## config.mk

```make
export PLATFORM = sky130hd
export DESIGN_NAME = ballot_input_unit
export DESIGN_NICKNAME = d
export VERILOG_FILES = /design/src/rtl/ballot_input_unit.sv
export SDC_FILE = /design/constraint.sdc
export NUM_CORES = 1
export LEC_CHECK = 0
export ABC_AREA = 1
export CAP_MARGIN = 20
export CORE_MARGIN = 10
export CORE_UTILIZATION = 30
export CTS_BUF_LIST = sky130_fd_sc_hd__clkbuf_16
export DETAILED_ROUTE_END_ITERATION = 8
export PLACE_DENSITY = 0.55
export SLEW_MARGIN = 20
export SYNTH_ARGS = -nofsm -noshare
export SYNTH_HDL_FRONTEND = slang
export SYNTH_SLANG_ARGS = --single-unit
export TNS_END_PERCENT = 20
```

## constraint.sdc

```tcl
create_clock -name clk -period 4.1 [get_ports clk]
set_clock_uncertainty 0.2 [all_clocks]
set_input_delay 0.41 -clock clk [delete_from_list [all_inputs] [get_ports clk]]
set_output_delay 0.41 -clock clk [all_outputs]
set_load 0.005 [all_outputs]
```

## src/rtl/ballot_input_unit.sv

```systemverilog
`default_nettype none
// ============================================================================
// Module      : ballot_input_unit
// Description : Front end of the 3-candidate voting machine. It synchronises
//               and debounces the candidate buttons, allows one vote per
//               officer-armed session, emits single-cycle vote pulses,
//               rejects multi-button presses, times out abandoned sessions
//               and locks out permanently once the poll is closed.
// Revision    : 1.0 - initial release
// ============================================================================
module ballot_input_unit #(
   parameter int N_CAND          = 3,
   parameter int DEBOUNCE_CYCLES = 16,
   parameter int TIMEOUT_CYCLES  = 1000
) (
   input  logic              clk,
   input  logic              rst,
   input  logic              i_arm,
   input  logic [N_CAND-1:0] i_btn,
   input  logic              i_over,
   output logic [N_CAND-1:0] o_vote_pulse,
   output logic              o_ready,
   output logic              o_error,
   output logic              o_timeout,
   output logic [15:0]       o_ballots_cast
);

   // Run counters only need to reach DEBOUNCE_CYCLES-1; the timer only TIMEOUT_CYCLES-1.
   localparam int CNT_W = (DEBOUNCE_CYCLES > 1) ? $clog2(DEBOUNCE_CYCLES) : 1;
   localparam int TMR_W = (TIMEOUT_CYCLES > 1) ? $clog2(TIMEOUT_CYCLES) : 1;
   localparam logic [CNT_W-1:0] DB_LAST  = CNT_W'(DEBOUNCE_CYCLES - 1);
   localparam logic [TMR_W-1:0] TMR_LAST = TMR_W'((TIMEOUT_CYCLES > 0) ? TIMEOUT_CYCLES - 1 : 0);

   typedef enum logic [2:0] {
      S_IDLE    = 3'd0,
      S_ARMED   = 3'd1,
      S_CAST    = 3'd2,
      S_REL     = 3'd3,
      S_ERR_REL = 3'd4,
      S_CLOSED  = 3'd5
   } state_t;

   state_t            state, state_nxt;
   logic              arm_s1, arm_s2, arm_d;
   logic              over_s1, over_s2;
   logic [N_CAND-1:0] btn_s1, btn_s2;
   logic [N_CAND-1:0] debounced;
   logic [TMR_W-1:0]  timer;
   logic              arm_rise, any_press, multi_press, one_hot, timeout_hit;
   logic              timer_clr, timer_inc;
   logic [N_CAND-1:0] vote_nxt;
   logic              error_nxt, timeout_nxt;

   // Two-flop synchronisers for all asynchronous inputs, plus arm edge history.
   always_ff @(posedge clk or posedge rst) begin
      if (rst) begin
         arm_s1  <= 1'b0;
         arm_s2  <= 1'b0;
         arm_d   <= 1'b0;
         over_s1 <= 1'b0;
         over_s2 <= 1'b0;
         btn_s1  <= '0;
         btn_s2  <= '0;
      end else begin
         arm_s1  <= i_arm;
         arm_s2  <= arm_s1;
         arm_d   <= arm_s2;
         over_s1 <= i_over;
         over_s2 <= over_s1;
         btn_s1  <= i_btn;
         btn_s2  <= btn_s1;
      end
   end

   generate
      for (genvar k = 0; k < N_CAND; k++) begin : g_debounce
         logic [CNT_W-1:0] run_cnt;
         logic             deb_bit;

         // Accept a new level only after DEBOUNCE_CYCLES consecutive differing samples.
         always_ff @(posedge clk or posedge rst) begin
            if (rst) begin
               run_cnt <= '0;
               deb_bit <= 1'b0;
            end else if (btn_s2[k] == deb_bit) begin
               run_cnt <= '0;
            end else if (run_cnt == DB_LAST) begin
               run_cnt <= '0;
               deb_bit <= btn_s2[k];
            end else begin
               run_cnt <= run_cnt + CNT_W'(1);
            end
         end

         assign debounced[k] = deb_bit;
      end
   endgenerate

   assign arm_rise    = arm_s2 & ~arm_d;
   assign any_press   = |debounced;
   assign multi_press = any_press && ((debounced & (debounced - N_CAND'(1))) != '0);
   assign one_hot     = any_press && !multi_press;
   // The timer saturates at its last value, so a long ERR_REL stay still times out on return.
   assign timeout_hit = (TIMEOUT_CYCLES != 0) && (timer >= TMR_LAST);

   // Session state register.
   always_ff @(posedge clk or posedge rst) begin
      if (rst) state <= S_IDLE;
      else     state <= state_nxt;
   end

   // Next-state and pulse decode; poll close beats timeout beats error beats cast.
   always_comb begin
      state_nxt   = state;
      vote_nxt    = '0;
      error_nxt   = 1'b0;
      timeout_nxt = 1'b0;
      timer_clr   = 1'b0;
      timer_inc   = 1'b0;
      if (state != S_CLOSED && over_s2) begin
         state_nxt = S_CLOSED;
      end else begin
         case (state)
            S_IDLE: begin
               if (arm_rise && !any_press) begin
                  state_nxt = S_ARMED;
                  timer_clr = 1'b1;
               end
            end
            S_ARMED: begin
               timer_inc = 1'b1;
               if (timeout_hit) begin
                  state_nxt   = S_IDLE;
                  timeout_nxt = 1'b1;
               end else if (multi_press) begin
                  state_nxt = S_ERR_REL;
                  error_nxt = 1'b1;
               end else if (one_hot) begin
                  state_nxt = S_CAST;
                  vote_nxt  = debounced;
               end
            end
            S_CAST:    state_nxt = S_REL;
            S_REL:     if (!any_press) state_nxt = S_IDLE;
            S_ERR_REL: begin
               timer_inc = 1'b1;
               if (!any_press) state_nxt = S_ARMED;
            end
            S_CLOSED:  state_nxt = S_CLOSED;
            default:   state_nxt = S_IDLE;
         endcase
      end
   end

   // Session timer and registered output pulses / ballot counter.
   always_ff @(posedge clk or posedge rst) begin
      if (rst) begin
         timer          <= '0;
         o_vote_pulse   <= '0;
         o_error        <= 1'b0;
         o_timeout      <= 1'b0;
         o_ballots_cast <= '0;
      end else begin
         if (timer_clr)                         timer <= '0;
         else if (timer_inc && timer < TMR_LAST) timer <= timer + TMR_W'(1);
         o_vote_pulse <= vote_nxt;
         o_error      <= error_nxt;
         o_timeout    <= timeout_nxt;
         if (vote_nxt != '0 && o_ballots_cast != 16'hFFFF)
            o_ballots_cast <= o_ballots_cast + 16'd1;
      end
   end

   assign o_ready = (state == S_ARMED);

endmodule
`default_nettype wire

```

# Word level (Yosys, flattened, before mapping)
# Index checks and enable logic that the tools add are counted.
# classes
n_addsub	6
order_cmp	2
eq_ne	17
mux	33
bitwise	6
reduce_logical	18
# ops
operator	n
$mux 3	12
$mux 4	6
$mux 10	2
$pmux 3 s6	1
$add 16x1->16 const B	1
$ne 16x16->1 const B	1
$add 4x1->4 const B	3
$eq 4x4->1 const B	3
$mux 1	12
$ne 3x3->1 const B	4
$add 10x1->10 const B	1
$ge 10x10->1 const B	1
$lt 10x10->1 const B	1
$eq 3x2->1 const B	2
$eq 3x3->1 const B	2
$logic_and 1x1->1	6
$reduce_and 2->1	3
$reduce_bool 3->1	2
$ne 5x1->1 const B	1
$not 1->1	4
$reduce_and 4->1	1
$and 3x3->3	1
$eq 1x1->1	3
$eq 3x1->1 const B	1
other kinds (7)	8
# word_totals
regBits	60
out_inout_bits	22

# Longest topological paths before layout
# logic_depth
depth_word	13
ltp_mapped	12
depth_no_buf	11

# Least setup slack after synthesis
# OpenSTA, ideal clock, no wires.
# synth_path
path_kind	reg2reg
start	register timer[0]
end	register o_ballots_cast[3]
setup_time_ns	0.117
arrival_ns	1.471
required_time_ns	3.783
slack_ns	2.312
path_stages_with_launch	11
path_buffers	1
synth_period_minus_slack_ns	1.788
cell_sequence	dfrtp_1 ha_1 nand2_1 nand2_1 nand3_2 nand4_1 nand3_4 nand2_4 buf_6 nand2_1 nand2_1
# synth_between
elab_chain_len	6
# synth_lines
element	line_no	source
start: declaration	48	logic [TMR_W-1:0] timer;
start signal: assignment	165	else if (timer_inc && timer < TMR_LAST) timer <= timer + TMR_W'(1);
$ge 10x10->1	104	assign timeout_hit = (TIMEOUT_CYCLES != 0) && (timer >= TMR_LAST);
$mux 3	132	if (timeout_hit) begin
$mux 3	123	case (state)
$mux 3	120	if (state != S_CLOSED && over_s2) begin
$reduce_bool 3->1	169	if (vote_nxt != '0 && o_ballots_cast != 16'hFFFF)
$logic_and 1x1->1	169	
end signal: assignment	170	o_ballots_cast <= o_ballots_cast + 16'd1;
end: declaration	25	output logic [15:0] o_ballots_cast
# Every way passes these cells.
# A chain may end at the register's enable or synchronous reset.

# Worst setup path in the final report
# layout_path
start	register state[2]
end	output port o_ready
# layout_between
elab_chain_len	1
# layout_lines
element	line_no	source
start: declaration	43	state_t state, state_nxt;
start signal: assignment	109	else state <= state_nxt;
$eq 3x1->1	174	assign o_ready = (state == S_ARMED);
end: declaration	22	output logic o_ready,
# Every way passes these cells.

==> impl_metrics.toml <==
[yosys]
ys.flop_type = "dfrtp_1"
synth.most_common_cell = "nand2_1"
syn_area_per_cell_sq_um = 8.35
synth_seq_cells = 60
syn_area_sq_um = 2970
synth_top_area_cell = "dfrtp_1"
netlist_instances = 356
yosysWarnings = 0
synth_cell_type_count = 26
synthTopCellsByCount = "nand2_1 (90), dfrtp_1 (60), nand3_1 (47), inv_1 (45), nor2_1 (33)"
synth.yosys.seq_area_share_pct = 50.5
synth_area_leaders = "dfrtp_1 (50%), nand2_1 (11%), nand3_1 (7.9%)"
synthArstFlopShare_pct = 100
syn_nets = 368
synth_edf_count = 0
synth_top_area_share_pct = 50.5

[sta]
fin_ws_ns = 1.86
finalMaxSlewViolations = 0
worst_pin_slew_ns = 0.786
max_freq_ghz = 0.447
hold_viol_final = 0
tns_ns = 0
fin_hold_ws_ns = 0.150
slew_headroom_pct = 47.5
rsz0062_at_grt = "no"
post-route-min-period_ns = 2.24
setup-violations-final = 0
post-route-period-util_pct = 54.6

[place]
dpl.hpwl_um = 4500
place_congestion = 0.829
portBuffers = 28
post-place-cells = 514
placed_cell_area_sq_um = 3400
dp_slack_ns = 2.00

[cts]
cts.sinks = 60
cts_buffers = 9
cts_max_level = 3
cts_resized = 0
clockRootBuffer = "clkbuf_16"
clk_pin_slew_ns = 0.05
clkLatencyLatePin_ns = 0.33
cts_tree = "done"
cts.path.max_buffers = 2
post-cts-setup-buffers = 0
ctsHoldBuffers = 0

[global_route]
grt_use_total_pct = 9.49
first_global_vias = 2405
grt_pass1_wl_um = 11300
antenna_found_initial = 0
grt_max_degree = 39
grt_overflow_total = 0

[drt]
avgViaCountPerCell = 4.47
num_vias = 2370
highest_layer = "met4"
drtIter0Drc = 145
dr_wl_met2_um = 2820
drcViolationCount = 0
wl_met1_um = 3030
dr.pass1.iters = 4
route.met3.wl_um = 393
final_antenna_net_count = 0
wl_um = 6310
detail_route.wl_per_cell_um = 11.9

[critical_path]
critical_path_class = "flop to output port"
startpoint_type = "flop"
worstPathArrival_ns = 1.63
critPathRequiredTime_ns = 3.49
end_kind = "output port"
path_max_fanout = 5

[cells_and_area]
drive_gt1_share_pct = 6.80
stdcell_count = 530
nFillCells = 1021
antennaDiodeCount = 0
fin_area_sq_um = 3710
area_delta_synth_final_pct = 24.7
nNetsFinal = 404
final_util_pct = 38.1

[outcome]
status = "finished, final reports clean"

[floorplan]
io_pins = 29
core_sq_um = 9730
dieWidth_um = 120
rows = 36
start_util_pct = 30.6
die_height_um = 120
die-area_sq_um = 14300

[pwr]
power_leakage_nw = 1.79
ir_worst_vdd_v = 0.000204
power.density_nw_per_um2 = 454
finalPower_mw = 1.68

[min_path]
hp-class = "flop to flop"

[flow_run]
cap_violations = 0
-- report_power, final --
| part | internal (mW) | switching [mW] | total, mW |
|---|---|---|---|
| Clock | 0.523 | 0.259 | 0.782 |
| Sequential | 0.637 | 0.0416 | 0.679 |
| Combinational | 0.0745 | 0.149 | 0.224 |
-- cell type report --
type	count	area, sq um	share of cell area, %
Clock buffer	9	225	6.07
Tap cell	133	166	4.49
Sequential cell	60	1500	40.5
Inverter	49	184	4.96
Multi-Input combinational cell	243	1260	34.0
Clock inverter	7	82.6	2.23
Timing Repair Buffer	29	288	7.76
-- layout by cell type, fill, tap and decap left out, drive strengths merged --
| cell | netlist | final |
|---|---|---|
| inv | 49 | 50 |
| clkbuf | 0 | 9 |
| nand3 | 50 | 50 |
| o2111ai | 1 | 1 |
| nor2 | 35 | 35 |
| clkdlybuf4s50 | 0 | 28 |
| bufinv | 0 | 2 |
| dfrtp | 60 | 60 |
| a21oi | 7 | 7 |
| nand2 | 92 | 92 |
| clkinv | 0 | 3 |
| ha | 5 | 5 |
| nor3 | 13 | 13 |
| o21ai | 10 | 10 |
| clkinvlp | 0 | 1 |
| xor2 | 14 | 14 |
| o211ai | 1 | 1 |
| nand4 | 5 | 5 |
| xnor2 | 10 | 10 |
| buf | 4 | 1 |
-- path summary, 6_finish.rpt --
path	startpoint	endpoint	slack [ns]	cells after the start
setup / recovery	state[2]	o_ready	1.86	4
hold / removal	btn_s1[0]	btn_s2[0]	0.15	0
setup reg to reg	g_debounce[0].deb_bit	timer[8]	1.92	7
hold reg to reg	btn_s1[0]	btn_s2[0]	0.15	0
max in group asynchronous	rst	timer[7]	2.55	3
min in group asynchronous	rst	g_debounce[1].run_cnt[2]	0.35	2
-- kinds of logic after synthesis --
logic type	synth area share [%]
XOR/XNOR	7.07
buffers and inverters	7.15
AO/OA/AOI/OAI	3.41
adder cells (fa/ha/maj)	2.10
AND/OR/NAND/NOR	29.8
flip-flops	50.5
-- critical path: stages (launching register included) --
cell,delay [ns]
dfrtp_1,0.39
inv_1,0.14
nand3_2,0.15
inv_2,0.11
clkdlybuf4s50_1,0.52
-- sequential cells by signal (all words and copies together) (netlist names), 3 cells and up --
signal and cells:
state 3, o_ballots_cast 16, btn_s2 3, o_vote_pulse 3, g_debounce.deb_bit 3, timer 10
btn_s1 3, g_debounce.run_cnt 12
-- routing by layer --
layer  up-vias  track usage (%)
met5         -                0
met4         0             3.39
met3         9             4.41
met2        49             14.4
met1      1106             11.5
li1       1206                -
No activity file was read; power rests on OpenSTA's default activity.
